**src/rtl/gnrc_ffs_pkg.sv**
```systemverilog
// Shared types and helpers for the set-bit iterator (gnrc_ffs_iter) and its
// first-'1' picker.
package gnrc_ffs_pkg;

  typedef enum logic {
    IDLE = 1'b0,
    SCAN = 1'b1
  } ffs_state_e;

  // A single-bit vector still needs a one-bit index port.
  function automatic int ffs_cnt_width(input int width);
    return $clog2(width) + ((width == 1) ? 1 : 0);
  endfunction

endpackage

```
**src/rtl/gnrc_ffs_pick.sv**
```systemverilog
// Combinational first-'1' picker: finds the next bit to emit from the
// remaining-bits vector in the scan order selected by MODE.
module gnrc_ffs_pick
  import gnrc_ffs_pkg::*;
#(
  parameter int WIDTH = 16,
  parameter bit MODE  = 1'b0,
  localparam int CNT_WIDTH = ffs_cnt_width(WIDTH)
) (
  input  logic [WIDTH-1:0]     rem,
  output logic [CNT_WIDTH-1:0] idx,
  output logic [WIDTH-1:0]     onehot,
  output logic                 single,
  output logic                 none
);

  // scan[] is rem re-ordered so that scan position i is the i-th bit visited;
  // in both modes the reported index then equals that scan position.
  logic [WIDTH-1:0] scan;
  logic [WIDTH-1:0] scan_oh;

  for (genvar g = 0; g < WIDTH; g++) begin : g_order
    if (MODE) begin : g_msb
      assign scan[g]             = rem[WIDTH-1-g];
      assign onehot[WIDTH-1-g]   = scan_oh[g];
    end else begin : g_lsb
      assign scan[g]   = rem[g];
      assign onehot[g] = scan_oh[g];
    end
  end

  assign scan_oh = scan & (~scan + WIDTH'(1));

  always_comb begin
    idx = '0;
    for (int i = WIDTH - 1; i >= 0; i--) begin
      if (scan[i]) idx = CNT_WIDTH'(i);
    end
  end

  assign none   = (rem == '0);
  assign single = !none && ((rem & (rem - WIDTH'(1))) == '0);

endmodule

```
**src/rtl/gnrc_ffs_iter.sv**
```systemverilog
// Streaming set-bit iterator: accepts a vector and emits the index of every
// set bit, one beat per cycle, tagging the final beat of each vector.
module gnrc_ffs_iter
  import gnrc_ffs_pkg::*;
#(
  parameter int WIDTH      = 16,
  parameter bit MODE       = 1'b0,
  parameter bit EMIT_EMPTY = 1'b1,
  parameter int CNT_WIDTH  = ffs_cnt_width(WIDTH)
) (
  input  logic                 clk_i,
  input  logic                 rst_ni,
  input  logic                 flush_i,
  input  logic [WIDTH-1:0]     vec_i,
  input  logic                 valid_i,
  output logic                 ready_o,
  output logic [CNT_WIDTH-1:0] idx_o,
  output logic [CNT_WIDTH:0]   ord_o,
  output logic                 last_o,
  output logic                 empty_o,
  output logic                 valid_o,
  input  logic                 ready_i,
  output logic                 busy_o
);

  ffs_state_e           state_q, state_d;
  logic [WIDTH-1:0]     rem_q, rem_d;
  logic [CNT_WIDTH:0]   ord_q, ord_d;
  logic                 empty_q, empty_d;

  logic [CNT_WIDTH-1:0] pick_idx;
  logic [WIDTH-1:0]     pick_oh;
  logic                 pick_single;
  logic                 pick_none;
  logic                 xfer;
  logic                 accept;

  gnrc_ffs_pick #(
    .WIDTH (WIDTH),
    .MODE  (MODE)
  ) u_pick (
    .rem    (rem_q),
    .idx    (pick_idx),
    .onehot (pick_oh),
    .single (pick_single),
    .none   (pick_none)
  );

  assign valid_o = (state_q == SCAN);
  assign busy_o  = (state_q == SCAN);
  assign idx_o   = (empty_q || pick_none) ? '0 : pick_idx;
  assign ord_o   = ord_q;
  assign empty_o = empty_q;
  assign last_o  = valid_o && (pick_single || empty_q);

  // ready_i feeds ready_o combinationally so a new vector can load on the
  // same edge that retires the last beat of the previous one.
  assign xfer    = valid_o && ready_i;
  assign ready_o = !flush_i && ((state_q == IDLE) || (xfer && last_o));
  assign accept  = valid_i && ready_o;

  always_comb begin
    state_d = state_q;
    rem_d   = rem_q;
    ord_d   = ord_q;
    empty_d = empty_q;

    if (xfer) begin
      rem_d = rem_q & ~pick_oh;
      ord_d = ord_q + (CNT_WIDTH+1)'(1);
      if (last_o) begin
        state_d = IDLE;
        rem_d   = '0;
        ord_d   = '0;
        empty_d = 1'b0;
      end
    end

    if (accept) begin
      ord_d   = '0;
      rem_d   = vec_i;
      empty_d = 1'b0;
      if (vec_i != '0) begin
        state_d = SCAN;
      end else if (EMIT_EMPTY) begin
        state_d = SCAN;
        empty_d = 1'b1;
      end else begin
        state_d = IDLE;
      end
    end

    if (flush_i) begin
      state_d = IDLE;
      rem_d   = '0;
      ord_d   = '0;
      empty_d = 1'b0;
    end
  end

  always_ff @(posedge clk_i or negedge rst_ni) begin
    if (!rst_ni) begin
      state_q <= IDLE;
      rem_q   <= '0;
      ord_q   <= '0;
      empty_q <= 1'b0;
    end else begin
      state_q <= state_d;
      rem_q   <= rem_d;
      ord_q   <= ord_d;
      empty_q <= empty_d;
    end
  end

endmodule

```
**config.mk**
```make
export PLATFORM = sky130hd
export DESIGN_NAME = gnrc_ffs_iter
export DESIGN_NICKNAME = d
export VERILOG_FILES = /design/src/rtl/gnrc_ffs_pkg.sv /design/src/rtl/gnrc_ffs_pick.sv /design/src/rtl/gnrc_ffs_iter.sv
export SDC_FILE = /design/constraint.sdc
export NUM_CORES = 1
export LEC_CHECK = 0
export ABC_AREA = 1
export CELL_PAD_IN_SITES_DETAIL_PLACEMENT = 1
export CELL_PAD_IN_SITES_GLOBAL_PLACEMENT = 1
export CORE_MARGIN = 4
export CORE_UTILIZATION = 40
export CTS_CLUSTER_SIZE = 30
export DETAILED_ROUTE_END_ITERATION = 8
export PLACE_DENSITY_LB_ADDON = 0.1
export SKIP_LAST_GASP = 1
export SYNTH_ARGS = -nofsm -noshare
export SYNTH_HDL_FRONTEND = slang
export SYNTH_HIERARCHICAL = 1
export SYNTH_SLANG_ARGS = --single-unit
```
**constraint.sdc**
```tcl
create_clock -name clk_i -period 5.8 [get_ports clk_i]
set_input_delay 1.16 -clock clk_i [delete_from_list [all_inputs] [get_ports clk_i]]
set_output_delay 1.16 -clock clk_i [all_outputs]
set_load 0.01 [all_outputs]
```
==> key figures <==
Status
  – Run status: completed

Detailed routing
  – Remaining DRCs: 0
  – Vias: 2217
  – Final wirelength: 6.25 mm
  – Final antenna-violating net count: 0
  – WL per Instance: 14.5 um
  – Via/cell ratio: 5.16
  – Initial DRC count: 70
  – Drt pass-1 iters: 4

CTS
  – Clock Path Buffers: 2
  – Max H-tree Level: 1
  – CTS Buf Count: 3
  – Clk_lat worst skew: 0.27 ns
  – CTS resizes: 0
  – Clock transition at path regs: 0.08 ns
  – Hold Buf Count CTS: 0
  – CTS Root Cell: clkbuf_8
  – Clock sinks: 23
  – CTS tree: built
  – Total setup buffers inserted after CTS: 0

Logic synthesis
  – Main synth FF type: dfrtp_1
  – Yosys reg bits: 23
  – Largest cells by area after synthesis: dfrtp_1 28%, nand2_1 22%, nor2_1 7.6%
  – Fraction of registers with async set/reset: 1.00
  – Synthesized Nets: 360
  – Sequential area share after synthesis: 0.277
  – Main combinational cell family by area after synthesis: simple AND/OR/NAND/NOR gates
  – Gate Count Post-Synth: 338
  – Syn Area/Cell: 6.14 um2
  – Yosys warnings: 6
  – Number of flops mapped to enable cells by yosys: 0
  – Area leader, netlist: dfrtp_1
  – Netlist cell types: 35
  – Yosys top cell area share: 0.277
  – Adder-cell share of the synthesized area: 0.00603
  – Mux contribution to synthesized area: 0
  – Post-synthesis cell area: 0.00208 mm2
  – Compound-cell area share of the yosys netlist: 0.0549
  – Synth Area in XOR/XNOR: 0.0127
  – Post-Synth Simple-Gate Area: 0.520

Placement
  – Dpl hpwl: 4.84 mm
  – DP Area: 0.00242 mm2
  – PortBufs: 34
  – Placer Congestion: 0.883

Setup path
  – Crit path max fanout: 18
  – Startpoint types: flip-flop
  – Slowest stage delay, CP: 0.53 ns
  – Critical path buffers and inverters: 3
  – Crit path DAT: 2.92 ns
  – R2r setup slk: 2.78 ns
  – Worst flop-to-flop path startpoint: rem_q[0]
  – Element type at the critical path end: output pin
  – Slowest CP cell: clkdlybuf4s50_1
  – Top delay family on crit path: simple AND/OR/NAND/NOR gates
  – Req. time, crit path: 4.64 ns
  – Worst reg2reg path endpoint: rem_q[11]
  – Critical path, cell by cell: nor2_4, inv_2, nor2_8, nand2_4, nor2_4, nand4_2, nand2_1, o2111ai_1, nor2_1, o21ai_2, nand2_4, nand2_1, inv_1, clkdlybuf4s50_1
  – Critical path class: reg -> out
  – R2R cell count: 15

Die
  – Die X: 80.0 um
  – Initial Utilization: 0.425
  – Core area: 0.00488 mm2
  – FP Rows: 25
  – Ports: 35
  – Die Ht: 80.0 um
  – Die area: 0.00641 mm2

STA
  – Fin Setup TNS: 0 ns
  – # setup viols final: 0
  – Setup Skew: 0.00551 ns
  – Fmax: 0.245 GHz
  – Slew margin rel.: 0.247
  – RSZ-0062 raised after global routing: no
  – Post-layout min period: 4.08 ns
  – Fin. max-slew vios: 0
  – Final hold vios: 0
  – Tightest Pin Transition: 1.13 ns
  – Fin crit share: 0.703

GRT
  – Antenna violations before repair: 0
  – Global-route wire length before repair: 11.0 mm
  – Remaining Overflow, GRT: 0
  – GR Util All Layers: 0.216
  – Vias in the first global route: 2284
  – Largest net degree at the start of global routing: 25

Final layout
  – Share of layout cells above drive strength 1: 0.0771
  – Syn-to-layout area delta: 18.8%
  – Ant. Diodes: 0
  – Fill cell count: 706
  – Final Net Count: 386
  – Fin util: 0.505
  – Most frequent cells in the layout: 122 x nand2_1, 42 x nor2_1, 41 x inv_1
  – Commonest non-fill, non-tap cell in the layout: nand2_1
  – Post-layout instance area: 0.00247 mm2

Worst hold path
  – WHS Endpoint: rem_q[8]
  – HP Class: reg -> reg
  – Worst hold start: rem_q[8]
  – Worst Hold Depth: 2

Power
  – Lkg Pwr: 1.20 nW
  – Power Density: 405 mW/mm2
  – Max VDD drop: 0.264 mV

Job
  – Maximum capacitance violations: 0
==> metal layers <==
metal	track usage	up-vias	part of all wire
met3	0.00790	10	0.022
li1	-	1110	-
met2	0.370	39	0.49
met1	0.288	1058	0.47
met5	0	-	0
met4	0.0828	0	0.022
==> flip-flops by register name (all words and copies together), names as in the netlist <==
register / cells
busy_o: 1
empty_o: 1
ord_o: 5
rem_q: 16
==> area by class of cell <==
| type | count | area, um2 | area share |
|---|---|---|---|
| multi-input cells | 254 | 1230 | 0.500 |
| flip-flops and latches | 23 | 576 | 0.233 |
| repair buffers | 35 | 348 | 0.141 |
| inverters | 47 | 181 | 0.0736 |
| well taps | 67 | 83.8 | 0.0340 |
| clock buffers | 4 | 45.0 | 0.0183 |
==> cells by family (layout without fill, tap and decap cells) <==
logic type | count (synthesis) | count (layout)
buf+inv | 61 | 86
fa+ha+maj | 1 | 1
flops | 23 | 23
xor+xnor | 3 | 3
compound gates | 17 | 17
simple gates | 233 | 233
==> cell usage after synthesis (4+ instances only) <==
cell,count
nor2_4,4
dfrtp_1,23
inv_2,5
nor3_1,19
buf_4,5
inv_1,41
nand2_4,4
nand3_1,12
nor2_1,42
a21oi_1,4
buf_2,6
nand4_1,21
nand2_1,122
==> worst max path at each step <==
stage,start,endpoint,slack (ns),depth (start not counted)
floorplan,rem_q[0],last_o,2.91,12
global placement,flush_i,ready_o,1.94,5
detailed placement,flush_i,ready_o,1.92,5
CTS,rem_q[0],ready_o,1.73,14
global route,rem_q[0],ready_o,1.53,14
finish,rem_q[0],ready_o,1.72,14
==> through the flow <==
step	setup slack, ns	power (mW)	std cells	hold slack, ns
after floorplan	2.91	0.698	338	0.493
final	1.72	0.999	430	0.546
after global placement	1.94	0.888	426	0.513
after global routing	1.53	1.10	430	0.570
after detailed placement	1.92	0.905	426	0.528
after CTS	1.73	1.01	430	0.550
==> worst register-to-register path: stages (launching register included) <==
cell       delay (ns)
dfrtp_1          0.49
nor2_4           0.16
inv_2            0.10
nor2_8           0.15
nand2_4          0.10
nor2_4           0.11
nand4_2          0.09
nand2_1          0.07
o2111ai_1        0.10
nor2_1           0.27
o21ai_2          0.13
nand2_4          0.19
nand3_4          0.29
a21oi_4          0.52
nand2_1          0.12
nand2_1          0.08
==> power breakdown <==
| part | switching (mW) | internal [mW] |
|---|---|---|
| sequential | 0.0431 | 0.184 |
| clock | 0.0539 | 0.0491 |
| combinational | 0.416 | 0.252 |
| total | 0.513 | 0.485 |
No activity file was read; power rests on OpenSTA's default activity.
